==> config.mk <==
export PLATFORM = sky130hd
export DESIGN_NAME = writeback_unit
export DESIGN_NICKNAME = d
export VERILOG_FILES = /design/src/rtl/writeback_unit.sv
export SDC_FILE = /design/constraint.sdc
export NUM_CORES = 1
export LEC_CHECK = 0
export CAP_MARGIN = 25
export CORE_MARGIN = 5
export CORE_UTILIZATION = 49
export CTS_CLUSTER_DIAMETER = 30
export DETAILED_ROUTE_END_ITERATION = 10
export PLACE_DENSITY = 0.8
export SLEW_MARGIN = 10
export SYNTH_ARGS = -nofsm -noshare
export SYNTH_HDL_FRONTEND = slang
export SYNTH_SLANG_ARGS = --single-unit
export TNS_END_PERCENT = 5
==> constraint.sdc <==
create_clock -name clk -period 3 [get_ports clk]
set_input_delay 0.6 -clock clk [delete_from_list [all_inputs] [get_ports clk]]
set_output_delay 0.6 -clock clk [all_outputs]
set_load 0.01 [all_outputs]
==> src/rtl/writeback_unit.sv <==
// rtl/writeback_unit.sv - MEM/WB register, result select, load extension, write gating, retire counter
module writeback_unit #(
  parameter int XLEN   = 32,
  parameter int REG_AW = 5,
  parameter int CNT_W  = 64
) (
  input  logic              clk,
  input  logic              rst,
  input  logic              StallW,
  input  logic              FlushW,
  input  logic              ValidM,
  input  logic              RegWriteM,
  input  logic [1:0]        ResultSrcM,
  input  logic [2:0]        LoadTypeM,
  input  logic [REG_AW-1:0] RdM,
  input  logic [XLEN-1:0]   ALU_ResultM,
  input  logic [XLEN-1:0]   ReadDataM,
  input  logic [XLEN-1:0]   PCPlus4M,
  input  logic [XLEN-1:0]   ImmExtM,
  output logic [XLEN-1:0]   ResultW,
  output logic [REG_AW-1:0] RdW,
  output logic              RegWriteW,
  output logic              ValidW,
  output logic              MisalignW,
  output logic [CNT_W-1:0]  InstRetW
);

  localparam logic [1:0] SRC_ALU  = 2'b00;
  localparam logic [1:0] SRC_LOAD = 2'b01;
  localparam logic [1:0] SRC_PC4  = 2'b10;
  localparam logic [1:0] SRC_IMM  = 2'b11;

  localparam logic [2:0] LT_LB  = 3'b000;
  localparam logic [2:0] LT_LH  = 3'b001;
  localparam logic [2:0] LT_LBU = 3'b100;
  localparam logic [2:0] LT_LHU = 3'b101;

  logic              valid_q,    valid_d;
  logic              regwrite_q, regwrite_d;
  logic [1:0]        src_q,      src_d;
  logic [2:0]        ltype_q,    ltype_d;
  logic [REG_AW-1:0] rd_q,       rd_d;
  logic [XLEN-1:0]   alu_q,      alu_d;
  logic [XLEN-1:0]   rdata_q,    rdata_d;
  logic [XLEN-1:0]   pc4_q,      pc4_d;
  logic [XLEN-1:0]   imm_q,      imm_d;
  logic [CNT_W-1:0]  instret_q,  instret_d;

  logic [1:0]         off;
  logic [31:0]        lane;
  logic [31:0]        lane_shifted;
  logic signed [7:0]  load_byte;
  logic signed [15:0] load_half;
  logic signed [31:0] load_word;
  logic [XLEN-1:0]    load_ext;
  logic               is_byte;
  logic               is_half;
  logic               misalign;
  logic               retire;

  // Load alignment: pick the addressed byte/half from the low word and extend it
  always_comb begin
    off          = alu_q[1:0];
    lane         = rdata_q[31:0];
    lane_shifted = lane >> {off, 3'b000};
    load_byte    = lane_shifted[7:0];
    load_half    = off[1] ? lane[31:16] : lane[15:0];
    load_word    = lane;
    is_byte      = (ltype_q == LT_LB) || (ltype_q == LT_LBU);
    is_half      = (ltype_q == LT_LH) || (ltype_q == LT_LHU);
    case (ltype_q)
      LT_LB:   load_ext = XLEN'(load_byte);
      LT_LBU:  load_ext = XLEN'($unsigned(load_byte));
      LT_LH:   load_ext = XLEN'(load_half);
      LT_LHU:  load_ext = XLEN'($unsigned(load_half));
      default: load_ext = XLEN'(load_word);
    endcase
  end

  // Misalignment and write-enable qualification; unlisted funct3 behaves as a word load
  always_comb begin
    misalign = valid_q && (src_q == SRC_LOAD) &&
               ((is_half && off[0]) || (!is_byte && !is_half && (off != 2'b00)));
    retire   = valid_q && !misalign;
  end

  // Result select from the registered W-stage fields
  always_comb begin
    case (src_q)
      SRC_ALU:  ResultW = alu_q;
      SRC_LOAD: ResultW = load_ext;
      SRC_PC4:  ResultW = pc4_q;
      SRC_IMM:  ResultW = imm_q;
      default:  ResultW = alu_q;
    endcase
  end

  // Next W-stage contents: flush beats stall, stall holds, otherwise capture M
  always_comb begin
    valid_d    = valid_q;
    regwrite_d = regwrite_q;
    src_d      = src_q;
    ltype_d    = ltype_q;
    rd_d       = rd_q;
    alu_d      = alu_q;
    rdata_d    = rdata_q;
    pc4_d      = pc4_q;
    imm_d      = imm_q;
    if (FlushW) begin
      valid_d    = 1'b0;
      regwrite_d = 1'b0;
      src_d      = '0;
      ltype_d    = '0;
      rd_d       = '0;
      alu_d      = '0;
      rdata_d    = '0;
      pc4_d      = '0;
      imm_d      = '0;
    end else if (!StallW) begin
      valid_d    = ValidM;
      regwrite_d = RegWriteM;
      src_d      = ResultSrcM;
      ltype_d    = LoadTypeM;
      rd_d       = RdM;
      alu_d      = ALU_ResultM;
      rdata_d    = ReadDataM;
      pc4_d      = PCPlus4M;
      imm_d      = ImmExtM;
    end
    // A flush only kills the incoming instruction, so the retiring one still counts
    instret_d = instret_q;
    if (retire && !StallW) begin
      instret_d = instret_q + CNT_W'(1);
    end
  end

  // W-stage register and retire counter
  always_ff @(posedge clk) begin
    if (rst) begin
      valid_q    <= 1'b0;
      regwrite_q <= 1'b0;
      src_q      <= '0;
      ltype_q    <= '0;
      rd_q       <= '0;
      alu_q      <= '0;
      rdata_q    <= '0;
      pc4_q      <= '0;
      imm_q      <= '0;
      instret_q  <= '0;
    end else begin
      valid_q    <= valid_d;
      regwrite_q <= regwrite_d;
      src_q      <= src_d;
      ltype_q    <= ltype_d;
      rd_q       <= rd_d;
      alu_q      <= alu_d;
      rdata_q    <= rdata_d;
      pc4_q      <= pc4_d;
      imm_q      <= imm_d;
      instret_q  <= instret_d;
    end
  end

  assign RdW       = rd_q;
  assign ValidW    = valid_q;
  assign MisalignW = misalign;
  assign RegWriteW = valid_q && regwrite_q && (rd_q != '0) && !misalign;
  assign InstRetW  = instret_q;

endmodule

==> parameters.txt <==
Parameter                              Value

Status
  Outcome    complete, no violations

Placement
  Estimated wirelength of the detail-placed design    between 20000 and 25000 um
  Routability cong.    0.874
  Port-buffer cells    247
  Placement-stage cell area    approximately 12000 um2
  Inst Count DP    roughly 1600
  Setup slack at placement    around 110 ps

Final layout
  Top library cells by usage in the layout, fill and taps aside    clkdlybuf4s50_1, dfxtp_1, nor2_1
  # nets final    1487
  Summed area of non-filler cells in the final layout    between 10000 and 15000 um2
  Post-route non-filler standard cell count    1639
  Post-layout utilization of the core    72.0%
  Most frequent standard cell in the layout excluding fill and tap cells    clkdlybuf4s50_1
  Area Growth Syn to Fin    44.8%
  Share of layout cells above drive strength 1    11.1%

STA
  Setup repair after global routing missed its margin    yes
  Clock skew    8.41 ps
  Post-route worst setup slack    12.5 ps
  Highest Clock Rate    0.335 GHz
  Final worst-path cycle share    99.6%
  Final worst path period need    2990 ps
  Aggregate negative setup slack    0 ps
  Remaining max-slew budget at the tightest pin    23.5%
  Measured slew at the worst slew-check pin    1150 ps
  Number of max-slew violations in the final report    0
  Final Setup Violations    0
  Hold Violations, Final    0
  Hold_ws    around 470 ps

Clocking
  Worst-skew pair later-pin latency    520 ps
  Total number of clock tree sinks    204
  Number of buffers inserted by hold repair at cts    0
  TritonCTS clock tree    yes
  Total CTS buffers    45
  Post-CTS repair timing setup buffer count    0
  Clock root buffer    clkbuf_16
  Number of buffers on the longest clock path    3
  Clock transition at path regs    50 ps
  Maximum level of the CTS H-tree    2

Setup path
  Crit-path slowest cell    mux4_2
  Kind of capture point of the worst setup path    primary output
  Worst Path Required    between 2000 and 2500 ps
  Arrival time worst endpoint    2390 ps
  Worst path top cell family by delay    multiplexers
  Maximum fanout encountered on the critical timing path    2
  Buffers plus inverters on the worst setup path    1
  Startpoint Class    flop
  Crit path top cell by count    mux4_2
  Slowest stage delay, CP    520 ps
  Cells along the critical path    mux4_2, and2_4, nor2_2, o21ai_1, mux4_2, buf_2
  Worst Setup Path Type    reg2out

Floorplan
  Number of placement rows    51
  Initial core utilization    49.7%
  Core outline area    roughly 19000 um2
  Die X    150 um
  Overall die area    roughly 23000 um2
  Number of ports placed on the die boundary    between 200 and 250
  DIE HEIGHT    roughly 150 um

Routing
  Number of antenna-violating nets in the routed design    0
  Final WL    30500 um
  Total via count in the routed design    between 9000 and 10000
  Average vias per placed instance    about 5.7
  Pre-Repair DR Iteration Count    7
  Residual DRC    0
  Number of DRC markers in iteration 0    between 600 and 700
  WL/cell    ~19 um

Worst hold path
  Class of the most critical hold timing path    in2reg

Synthesis
  Area share of xor/xnor cells in the synthesized design    1.27%
  Compound-Gate Fraction of Synth Area    14.0%
  Synthesis-stage register bit count    around 200
  Post-synthesis average cell area    slightly below 9 um2
  Flip-flop cell with the highest count after synthesis    dfxtp_1
  Number of enable-type register cells in the synthesized netlist    0
  Synth Net Count    1238
  Post-synthesis share of cell area spent on full adders, half adders and majority gates    0.130%
  Synth cell types    56
  Sequential fraction of the synthesis area    42.3%
  Synth async-reset ratio    0%
  Netlist Area Pre-Place    9650 um2
  Post-synthesis mux area share    17.9%
  Synth Area in Simple Gates    20.8%
  Cells after synthesis    1093
  Number of warnings printed during yosys synthesis    0
  Dominant combinational cell family by area after synthesis    simple AND/OR/NAND/NOR gates

Power
  Pwr Density    597 nW/um2
  Maximum resistive drop on vdd    approximately 0.53 mV
  Power consumption    ~8.3 mW
  Leakage component of the power    roughly 5.4 nW

Global route
  Global-route wire length before repair    47900 um
  Pin count of the biggest net entering global routing    141
  GRT Util Overall    26.3%
  Antenna violations before repair    2
  Via count of the first global-routing pass    9259
  Remaining global-route overflow    0

Run
  Number of violations of the max-capacitance limit    0
worst paths after layout:
check              start           end  slack, ps  cells after the start
min reg2reg    pc4_q[19]     pc4_q[19]        480                      2
min                  rst     alu_q[26]        470                      3
max             alu_q[0]   ResultW[12]         10                      6
max reg2reg  InstRetW[3]  InstRetW[56]        490                      5
where the power goes:
group	leakage, nW	internal, mW	switching [mW]
combinational	2.98	0.371	0.307
clock	0.742	3.35	1.48
sequential	1.66	2.78	0.0498
total	5.38	6.50	1.83
worst min-delay path, delay by kind of cell:
family	cells	cell delay, ps
AND/OR/NAND/NOR	2	240
buffers and inverters	1	90
state kept, by name (all words and copies together), names as in the netlist:
| name | cells |
|---|---|
| InstRetW | 64 |
| RdW | 5 |
| ValidW | 1 |
| alu_q | 32 |
| imm_q | 32 |
| lane | 32 |
| ltype_q | 3 |
| pc4_q | 32 |
| regwrite_q | 1 |
| src_q | 2 |
kinds of logic after synthesis:
logic type               count (synthesis)
buffers and inverters                   89
multiplexers                           163
AO/OA/AOI/OAI                          214
flip-flops                             204
adder cells (fa/ha/maj)                  1
AND/OR/NAND/NOR                        408
XOR/XNOR                                14
repair_timing:
action | CTS | global route
endpoints found under the setup margin | 30 | 19
gates resized for setup | 54 | 23
pin swaps | 2 | 2
cells in the mapped netlist, types with 2 or more instances:
cell type / count / area share, %
a211oi_1: 4 / 0.31
a21oi_1: 74 / 3.8
a221oi_1: 3 / 0.27
a22oi_1: 7 / 0.54
and2_1: 5 / 0.32
and3_1: 6 / 0.39
and4_1: 10 / 0.91
buf_1: 17 / 0.66
buf_2: 4 / 0.21
clkbuf_1: 55 / 2.1
clkinv_1: 2 / 0.078
dfxtp_1: 204 / 42
inv_1: 10 / 0.39
mux2_2: 7 / 0.82
mux2i_1: 149 / 15
mux4_2: 7 / 1.6
nand2_1: 63 / 2.5
nand2b_1: 5 / 0.32
nand3_1: 36 / 1.9
nand3b_1: 4 / 0.31
nand4_1: 17 / 1.1
nand4_4: 2 / 0.44
nand4b_1: 3 / 0.27
nor2_1: 190 / 7.4
nor3_1: 8 / 0.41
nor4_1: 5 / 0.32
o211ai_1: 2 / 0.16
o21ai_0: 43 / 2.2
o221ai_1: 6 / 0.54
o22a_1: 3 / 0.27
o22ai_1: 9 / 0.58
o2bb2ai_1: 17 / 1.5
o31ai_1: 33 / 2.6
o41ai_1: 5 / 0.45
or2_2: 6 / 0.39
or3_1: 9 / 0.58
or4_1: 31 / 2.4
or4b_2: 2 / 0.21
xnor2_1: 9 / 0.82
xor2_1: 5 / 0.45
layout make-up:
| type | instances | area, um2 |
|---|---|---|
| clock inverter | 16 | 189 |
| fill | 1487 | 5430 |
| antenna | 1 | 2.50 |
| sequential | 204 | 4090 |
| clock buffer | 62 | 1310 |
| multi-input combinational | 800 | 5270 |
| inverter | 12 | 45.0 |
| tap | 265 | 332 |
| timing repair buffer | 279 | 2730 |
per-layer routing:
layer	wire (um)	global-route usage, %	vias to the layer above
li1	-	-	4481
met1	12200	32.1	4457
met2	14800	44.4	382
met3	2700	7.04	59
met4	875	9.93	2
met5	13	0	-
Power figures use the tool's default switching activity.
